===== src/rtl/vector_list_reader.sv =====
// Walks a vector-list ROM from a base address, decodes move/draw entries, offsets and
// saturates coordinates, and hands commands to the draw engine over valid/ready.
module vector_list_reader #(
  parameter int ADDRESSWIDTH = 16,
  parameter int DATAWIDTH    = 18,
  parameter int MAX_LEN      = 256
) (
  input  logic                    clk,
  input  logic                    rst,
  input  logic                    start,
  input  logic [ADDRESSWIDTH-1:0] base_addr,
  input  logic [7:0]              off_x,
  input  logic [7:0]              off_y,
  output logic [ADDRESSWIDTH-1:0] rom_addr,
  input  logic [DATAWIDTH-1:0]    rom_data,
  output logic                    cmd_valid,
  input  logic                    cmd_ready,
  output logic [7:0]              cmd_x,
  output logic [7:0]              cmd_y,
  output logic                    cmd_draw,
  output logic                    cmd_clip,
  output logic                    busy,
  output logic                    done,
  output logic                    err
);

  localparam int CntW = $clog2(MAX_LEN + 1);

  typedef enum logic [1:0] {StIdle, StFetch, StEmit, StDone} state_e;

  localparam logic [1:0] KindInvalid = 2'b00;
  localparam logic [1:0] KindEnd     = 2'b11;

  state_e                  state_q, state_d;
  logic [ADDRESSWIDTH-1:0] rom_addr_q, rom_addr_d;
  logic [7:0]              off_x_q, off_x_d;
  logic [7:0]              off_y_q, off_y_d;
  logic [CntW-1:0]         count_q, count_d;
  logic                    cmd_valid_q, cmd_valid_d;
  logic [7:0]              cmd_x_q, cmd_x_d;
  logic [7:0]              cmd_y_q, cmd_y_d;
  logic                    cmd_draw_q, cmd_draw_d;
  logic                    cmd_clip_q, cmd_clip_d;
  logic                    busy_q, busy_d;
  logic                    done_q, done_d;
  logic                    err_q, err_d;

  logic [1:0] kind;
  logic [8:0] sum_x, sum_y;
  logic       at_limit;

  assign kind     = rom_data[1:0];
  // 9-bit sums: the carry is both the saturation select and the clip flag.
  assign sum_x    = {1'b0, rom_data[DATAWIDTH-1 -: 8]} + {1'b0, off_x_q};
  assign sum_y    = {1'b0, rom_data[DATAWIDTH-9 -: 8]} + {1'b0, off_y_q};
  assign at_limit = (count_q == CntW'(MAX_LEN));

  always_comb begin
    state_d     = state_q;
    rom_addr_d  = rom_addr_q;
    off_x_d     = off_x_q;
    off_y_d     = off_y_q;
    count_d     = count_q;
    cmd_valid_d = cmd_valid_q;
    cmd_x_d     = cmd_x_q;
    cmd_y_d     = cmd_y_q;
    cmd_draw_d  = cmd_draw_q;
    cmd_clip_d  = cmd_clip_q;
    busy_d      = busy_q;
    done_d      = 1'b0;
    err_d       = 1'b0;

    unique case (state_q)
      StIdle: begin
        if (start) begin
          rom_addr_d = base_addr;
          off_x_d    = off_x;
          off_y_d    = off_y;
          count_d    = '0;
          busy_d     = 1'b1;
          state_d    = StFetch;
        end
      end
      StFetch: begin
        // A clean end marker wins over the length limit.
        if (kind == KindEnd) begin
          done_d  = 1'b1;
          state_d = StDone;
        end else if (at_limit || kind == KindInvalid) begin
          done_d  = 1'b1;
          err_d   = 1'b1;
          state_d = StDone;
        end else begin
          cmd_x_d     = sum_x[8] ? 8'hff : sum_x[7:0];
          cmd_y_d     = sum_y[8] ? 8'hff : sum_y[7:0];
          cmd_draw_d  = rom_data[1];
          cmd_clip_d  = sum_x[8] | sum_y[8];
          cmd_valid_d = 1'b1;
          state_d     = StEmit;
        end
      end
      StEmit: begin
        if (cmd_ready) begin
          cmd_valid_d = 1'b0;
          rom_addr_d  = rom_addr_q + ADDRESSWIDTH'(1);
          count_d     = count_q + CntW'(1);
          state_d     = StFetch;
        end
      end
      StDone: begin
        busy_d  = 1'b0;
        state_d = StIdle;
      end
      default: state_d = StIdle;
    endcase
  end

  always_ff @(posedge clk) begin
    if (rst) begin
      state_q     <= StIdle;
      rom_addr_q  <= '0;
      off_x_q     <= '0;
      off_y_q     <= '0;
      count_q     <= '0;
      cmd_valid_q <= 1'b0;
      cmd_x_q     <= '0;
      cmd_y_q     <= '0;
      cmd_draw_q  <= 1'b0;
      cmd_clip_q  <= 1'b0;
      busy_q      <= 1'b0;
      done_q      <= 1'b0;
      err_q       <= 1'b0;
    end else begin
      state_q     <= state_d;
      rom_addr_q  <= rom_addr_d;
      off_x_q     <= off_x_d;
      off_y_q     <= off_y_d;
      count_q     <= count_d;
      cmd_valid_q <= cmd_valid_d;
      cmd_x_q     <= cmd_x_d;
      cmd_y_q     <= cmd_y_d;
      cmd_draw_q  <= cmd_draw_d;
      cmd_clip_q  <= cmd_clip_d;
      busy_q      <= busy_d;
      done_q      <= done_d;
      err_q       <= err_d;
    end
  end

  assign rom_addr  = rom_addr_q;
  assign cmd_valid = cmd_valid_q;
  assign cmd_x     = cmd_x_q;
  assign cmd_y     = cmd_y_q;
  assign cmd_draw  = cmd_draw_q;
  assign cmd_clip  = cmd_clip_q;
  assign busy      = busy_q;
  assign done      = done_q;
  assign err       = err_q;

endmodule


===== config.mk =====
export PLATFORM = sky130hd
export DESIGN_NAME = vector_list_reader
export DESIGN_NICKNAME = d
export VERILOG_FILES = /design/src/rtl/vector_list_reader.sv
export SDC_FILE = /design/constraint.sdc
export NUM_CORES = 1
export LEC_CHECK = 0
export CORE_ASPECT_RATIO = 0.6
export CORE_MARGIN = 2
export CORE_UTILIZATION = 49
export CTS_CLUSTER_DIAMETER = 100
export DETAILED_ROUTE_END_ITERATION = 6
export PLACE_DENSITY = 0.85
export SETUP_SLACK_MARGIN = 0.1
export SLEW_MARGIN = 20
export SYNTH_ARGS = -nofsm -noshare
export SYNTH_HDL_FRONTEND = slang
export SYNTH_SLANG_ARGS = --single-unit

===== constraint.sdc =====
create_clock -name clk -period 2.52 [get_ports clk]
set_input_delay 0.378 -clock clk [delete_from_list [all_inputs] [get_ports clk]]
set_output_delay 0.378 -clock clk [all_outputs]
set_load 0.1 [all_outputs]

==> impl_results.md, run 1 <==
- N_diodes: 0
- Finished Cell Area: 4763 um2
- TNS Setup: 0 ns
- Number of port buffers: 91
- Status: finished clean
- Hold path start: off_x_q[0]
- Mapped cell area: 3548 um2
- Ys Warns: 0
- Post-Layout Cell Count: 612
- CP max FO: 8
- Crit path from: rom_data[2]
- Hold crit path type: reg2reg
- Kind of critical path: in2reg
- CP peak stage delay: 0.44 ns
- Sequential area share after synthesis: 36.67%
- Slowest cell on crit path: fa_1
- Global-route wire length before repair: 16170 um
- Core area: 6849 um2
- Nature of the critical path endpoint: register
- Synth Net Count: 505
- Antenna violations before repair: 0
- FF-to-FF End: cmd_y[0]
- Final worst slack: 0.2242 ns
- Largest area contributor in the netlist: dfxtp_1
- Post-route ant nets: 0
- Initial Utilization: 51.81%
- R2R Path Start: off_y_q[0]
- Worst clock skew: 0.006890 ns
- Post-DP Area: 4443 um2
- Post-route DRC: 0
- Slew Limit Fails: 0
- Final nets: 596
- Area grow syn2layout: 34.24%
- Power Density: 726.0 nW/um2
- Top cells by area, synth: dfxtp_1, ha_1, nand2_1
- Gr usage total: 24.90%
- CP cell instances: clkdlybuf4s50_1 -> ha_1 -> fa_1 -> a211oi_2 -> o21ai_0 -> a21o_1 -> a21oi_2 -> buf_4 -> a311oi_1
- Slew headroom: 64.80%
- Placed cells: 597
- CTS tree: built
- F_max: 435.6 MHz
- HPWL after detailed placement: 6884 um
- Max-cap check violation count: 0
- Row Count: 23
- Reg-to-reg setup timing slack: 0.39 ns
- Clock Tree Buf Depth: 2
- WP data arrival: 2.50 ns
- Leak: 0.001939 uW
- Number of synthesized flops with an enable pin: 0
- Vias per Instance: 5.779
- Die area: 7961 um2
- WL met3: 787 um
- Final setup violation count: 0
- Met2 routed WL: 4475 um
- Setup slack at placement: -0.1530 ns
- Post-layout minimum cycle time: 2.296 ns
- Routed WL per cell: 15.72 um
- Synth Area per Inst: 8.252 um2
- WL met1: 4267 um
- Req. time, crit path: 2.72 ns
- Hold Path Depth: 2
- Clock transition at path regs: 0.05 ns
- Post-synth top area share: 36.67%
- Gpl congestion: 0.8921
- Die width: 113.9 um
- First drt pass iteration count: 5
- Hold worst-path end: off_x_q[0]
- Synth cell types: 56
- Final Hold Fails: 0
- CP startpoint kind: input pin
- Crit path buffers/inverters: 2
- CTS H-tree depth: 3
- Pin count of the biggest net entering global routing: 30
- Grt ovf: 0
- Overall routed net length: 9622 um
- Flops & latches, synth: 65
- Starting DRT DRC Count: 293
- Highest metal used: met4
- Root Buffer: clkbuf_16
- Routed via count: 3537
- Clk sinks: 65
- Vias in the first global route: 3506
- Kind of cell adding the most delay to the critical path: compound AO/OA/AOI/OAI gates
- Final period util: 91.10%
- Worst Tran Pin Value: 0.5279 ns
- RSZ-0062 raised after global routing: false
- Predominant post-synthesis flop cell: dfxtp_1
- Worst R2R Path Depth: 8
- VDD IR-drop max: 0.4052 mV
- Clock Latency Late Sink: 0.33 ns
- CTS Buf Count: 9
- Postcts setup bufs: 0
- # IOs: 92
- Fraction of layout instances using a drive strength above 1: 15.43%
- Chip height: 69.92 um
- Gate count of the mapped netlist: 430
- Post-synth ARST share: 0%
-- where the power goes --
part	internal [uW]	leakage, uW	switching, uW
Sequential	1100	0.000532	73.2
Clock	866	0.000158	436
Combinational	314	0.00125	666
-- worst min-delay path, stage by stage, from the launching register on --
cell     delay, ns
dfxtp_1       0.31
nand2_1       0.05
a21oi_1       0.05
-- through the flow --
| stage | utilization (%) | total power [uW] | hold slack [ns] |
|---|---|---|---|
| 3_5_place_dp | 64.87 | 2159 | 0.4588 |
| 5_1_grt | 69.55 | 3610 | 0.4937 |
| 4_1_cts | 69.47 | 3459 | 0.4661 |
| 3_3_place_gp | 64.87 | 2134 | 0.4482 |
| 6_report | 69.55 | 3458 | 0.4604 |
| 2_1_floorplan | - | 1891 | 0.4400 |
-- how the worst max path moves through the flow --
stage          depth (start not counted)            to  slack [ns]
3_5_place_dp                           9      cmd_y[2]       -0.15
4_1_cts                                9      cmd_y[0]        0.19
6_report                               9      cmd_y[0]        0.22
5_1_grt                                9      cmd_y[0]        0.11
2_1_floorplan                          7  rom_addr[14]        0.10
3_3_place_gp                           9      cmd_y[6]       -0.09
-- synthesized netlist by cell type, types with 10 or more instances --
master / count
nor2_1: 49
dfxtp_1: 65
inv_1: 10
a211oi_1: 13
a21oi_1: 39
o21ai_0: 18
nand2_1: 60
clkbuf_1: 11
ha_1: 19
nand3_1: 13
-- layout make-up --
type | count | area (um2)
multi-input combinational | 332 | 2100
fill | 549 | 2086
sequential | 65 | 1301
timing repair buffer | 103 | 900.9
clock buffer | 13 | 280.3
tap | 87 | 108.9
inverter | 10 | 37.54
clock inverter | 2 | 35.03
-- repair_timing --
| item | CTS | global route |
|---|---|---|
| resized for setup | 0 | 1 |
| hold buffers | 0 | 0 |
| setup endpoints to repair | 0 | 8 |
-- cells by family (layout without fill, tap and decap cells) --
kind of cell	count (synthesis)	after routing	synth area share [%]
AND/OR/NAND/NOR	164	164	21.97
buffers and inverters	33	128	4.513
AO/OA/AOI/OAI	123	123	22.74
XOR/XNOR	17	17	4.196
flip-flops	65	65	36.67
adder cells (fa/ha/maj)	22	22	8.110
multiplexers	6	6	1.798
-- cells in the final DEF (no fill, tap or decap), types with 2 or more instances in the layout --
master and count:
inv_1 10, clkbuf_8 4, nor4b_2 4, nand2_1 60, fa_1 2, or2_2 2, and3_1 6, a22oi_1 4
nor2_2 2, nand4_1 4, o22ai_1 3, xnor2_1 8, o21ai_0 18, a311oi_1 9, clkbuf_16 9, a31oi_1 4
nor2_1 49, xor2_1 9, clkdlybuf4s50_1 52, nor2b_1 3, and2_1 4, ha_1 19, nor3_1 5, o21a_1 4
a21o_1 9, dfxtp_1 65, a21oi_1 39, and4_1 2, o31ai_1 5, mux2i_1 5, a211oi_1 12, nand3_1 13
nand2b_1 3, buf_4 50, o21bai_1 4
-- routing by layer --
layer  up-vias  track usage (%)
met5         -                0
met4         0            5.149
li1       1708                -
met3        10            7.899
met1      1654            33.03
met2       165            40.05
-- flip-flops by register name, summed over array words and instances, names as in the netlist, 2 cells and up --
name	cells
rom_addr	16
cmd_y	8
off_x_q	8
count_q	9
off_y_q	8
state_q	2
cmd_x	8
Power figures use the tool's default switching activity.
==> inputs of run 2 (changes only) <==
--- a/config.mk
+++ b/config.mk
@@ -6,11 +6,10 @@
 export NUM_CORES = 1
 export LEC_CHECK = 0
 export CORE_ASPECT_RATIO = 0.6
-export CORE_MARGIN = 2
-export CORE_UTILIZATION = 49
+export CORE_UTILIZATION = 44
 export CTS_CLUSTER_DIAMETER = 100
 export DETAILED_ROUTE_END_ITERATION = 6
-export PLACE_DENSITY = 0.85
+export PLACE_DENSITY = 0.81
 export SETUP_SLACK_MARGIN = 0.1
 export SLEW_MARGIN = 20
 export SYNTH_ARGS = -nofsm -noshare
==> constraint.sdc (replaced) <==
create_clock -name clk -period 1.8 [get_ports clk]
set_input_delay 0.27 -clock clk [delete_from_list [all_inputs] [get_ports clk]]
set_output_delay 0.27 -clock clk [all_outputs]
set_load 0.1 [all_outputs]
==> run 2 against run 1 <==
The run now ends with negative setup slack left. Clock power is 29% higher. Global-route usage up 2.1 points. Largest cell class unchanged. Non-clock buffer count grew 50. Register-to-register slack got worse by 0.49 ns. Critical path type unchanged. Final area grew 18%. Sequential share of layout area shrank 3.3 points. Die area increased by 6.0%. Critical path depth down 1. Count of clock-buffer cells in the layout is 1 lower. Sequential power is 41% higher.
==> impl_results.md, run 2 (same netlist as run 1, synthesis figures left out) <==
- Status: finished with violations
- Failing checks: negative setup slack
- Max reg flops: 16
- Global-route wire length before repair: 17860 um
- Slew Limit Fails: 0
- First drt pass iteration count: 5
- Worst clock skew: 0.01070 ns
- Req. time, crit path: 2.00 ns
- FF-to-FF End: cmd_y[2]
- Fillers: 520
- CTS H-tree depth: 3
- Combinational power share: 33.6%
- Hold worst-path end: rom_addr[10]
- HPWL after detailed placement: 7675 um
- VDD IR-drop max: 0.5851 mV
- Flop pwr share: 33.0%
- NetSw: 1769 uW
- Final Total Pwr: 5025 uW
- Chip height: 71.56 um
- CP startpoint kind: input pin
- Post-route ant nets: 0
- CP max FO: 8
- Worst Tran Pin Value: 0.4340 ns
- Hold Path Depth: 2
- Kind of critical path: in2reg
- Final setup violation count: 16
- Number of port buffers: 91
- Pin count of the biggest net entering global routing: 30
- Slew headroom: 71.06%
- Area grow syn2layout: 58.57%
- Die area: 8439 um2
- Power Density: 893.0 nW/um2
- Sw frac: 35.21%
- Leak: 0.002289 uW
- Internal Dissipation: 3255 uW
- RSZ-0062 raised after global routing: true
- CTS Hold Bufs: 0
- Clock Latency Late Sink: 0.33 ns
- R2R Path Start: off_y_q[0]
- Fraction of layout instances using a drive strength above 1: 30.90%
- Most frequent cells in the layout: buf_4, nand2_1, clkdlybuf4s50_1
- Clock Tree Buf Depth: 2
- Die width: 117.9 um
- Final period util: 105.6%
- Hold crit path type: in2reg
- CTS tree: built
- Core area: 7537 um2
- Gr usage total: 26.97%
- Seq. cell area: 1350 um2
- Antenna violations before repair: 0
- Root Buffer: clkbuf_16
- Worst R2R Path Depth: 8
- Post-route DRC: 0
- Gpl congestion: 0.9063
- Reg-to-reg setup timing slack: -0.10 ns
- N_diodes: 0
- Hold path start: rst
- F_max: 525.8 MHz
- Routed WL per cell: 16.39 um
- Vias per Instance: 5.537
- Vias in the first global route: 3586
- Nature of the critical path endpoint: register
- Initial Utilization: 47.08%
- Clk sinks: 65
- CTS Buf Count: 9
- Max-cap check violation count: 0
- Grt ovf: 0
- Clock transition at path regs: 0.05 ns
- Final worst slack: -0.1017 ns
- Final nets: 646
- Routed via count: 3765
- # IOs: 92
- Row Count: 24
- Final Core Density: 74.65%
- WP data arrival: 2.10 ns
- Final Hold Fails: 0
- Clock share of power: 33.4%
- Starting DRT DRC Count: 251
- Commonest non-fill, non-tap cell in the layout: buf_4
- Post-layout minimum cycle time: 1.902 ns
- Multi-input combinational cell area: 2344 um2
- Overall routed net length: 11140 um
run 2: cell count changes in the layout (fill, tap and decap cells not counted), sizes merged:
cell / previous run / this run
buf: 51 / 101
dlygate4sd2: 0 / 2
clkbuf: 13 / 12
clkinv: 1 / 3
clkdlybuf4s50: 52 / 50
run 2: worst max path at each step:
| stage | from | to | slack (ns) | cells after the start |
|---|---|---|---|---|
| 2_1_floorplan | off_y_q[0] | cmd_y[2] | 0.02 | 7 |
| 3_3_place_gp | rom_data[2] | cmd_y[6] | -0.48 | 8 |
| 3_5_place_dp | rom_data[2] | cmd_y[2] | -0.53 | 8 |
| 4_1_cts | off_y_q[0] | cmd_y[2] | -0.17 | 7 |
| 5_1_grt | off_y_q[0] | cmd_y[1] | -0.17 | 8 |
| 6_report | rom_data[3] | cmd_y[2] | -0.10 | 8 |
run 2: through the flow:
step / TNS (ns) / instances / hold slack [ns] / worst slack, ns / instance area (um2)
final: -1.049 / 680 / 0.3655 / -0.1017 / 5627
after global routing: -2.017 / 680 / 0.3753 / -0.1732 / 5627
after CTS: -1.244 / 675 / 0.3450 / -0.1705 / 5477
after detailed placement: -8.337 / 653 / 0.4563 / -0.5257 / 4999
after global placement: -7.367 / 653 / 0.4460 / -0.4775 / 4999
after floorplan: 0 / 430 / 0.3984 / 0.02428 / 3642
run 2: power by group through the flow:
stage | combinational [uW] | clock, uW | sequential [uW]
floorplan | 514 | 0 | 2150
global placement | 1500 | 0 | 1680
detailed placement | 1530 | 0 | 1680
CTS | 1610 | 1700 | 1660
global route | 1780 | 1770 | 1680
finish | 1690 | 1680 | 1660
run 2: layout make-up:
type | instances | share of cell area (%)
Clock buffer | 12 | 4.203
Clock inverter | 4 | 0.8005
Inverter | 10 | 0.6671
Multi-Input combinational cell | 332 | 41.65
Sequential cell | 65 | 23.99
Tap cell | 104 | 2.313
Timing Repair Buffer | 153 | 26.37
run 2: worst max-delay path, stage by stage:
cell and delay, ns:
clkdlybuf4s50_1 0.47, fa_2 0.44, a211oi_4 0.24, o21ai_2 0.09, a21o_1 0.20, a21oi_4 0.15, buf_12 0.14, a311oi_2 0.09
run 2: metal layers:
metal  track usage, %  share of wire [%]  vias to the layer above
li1                 -                  -                     1819
met3            8.758                7.7                       11
met1            37.43                 47                     1776
met4            7.407               0.57                        0
met2            40.26                 45                      159
met5                0                  0                        -
run 2: repair_timing:
action	in CTS	in global routing
buffers inserted	4	6
pin swaps	18	22
gates resized for setup	25	22
cloned	2	0
endpoints found under the setup margin	19	21
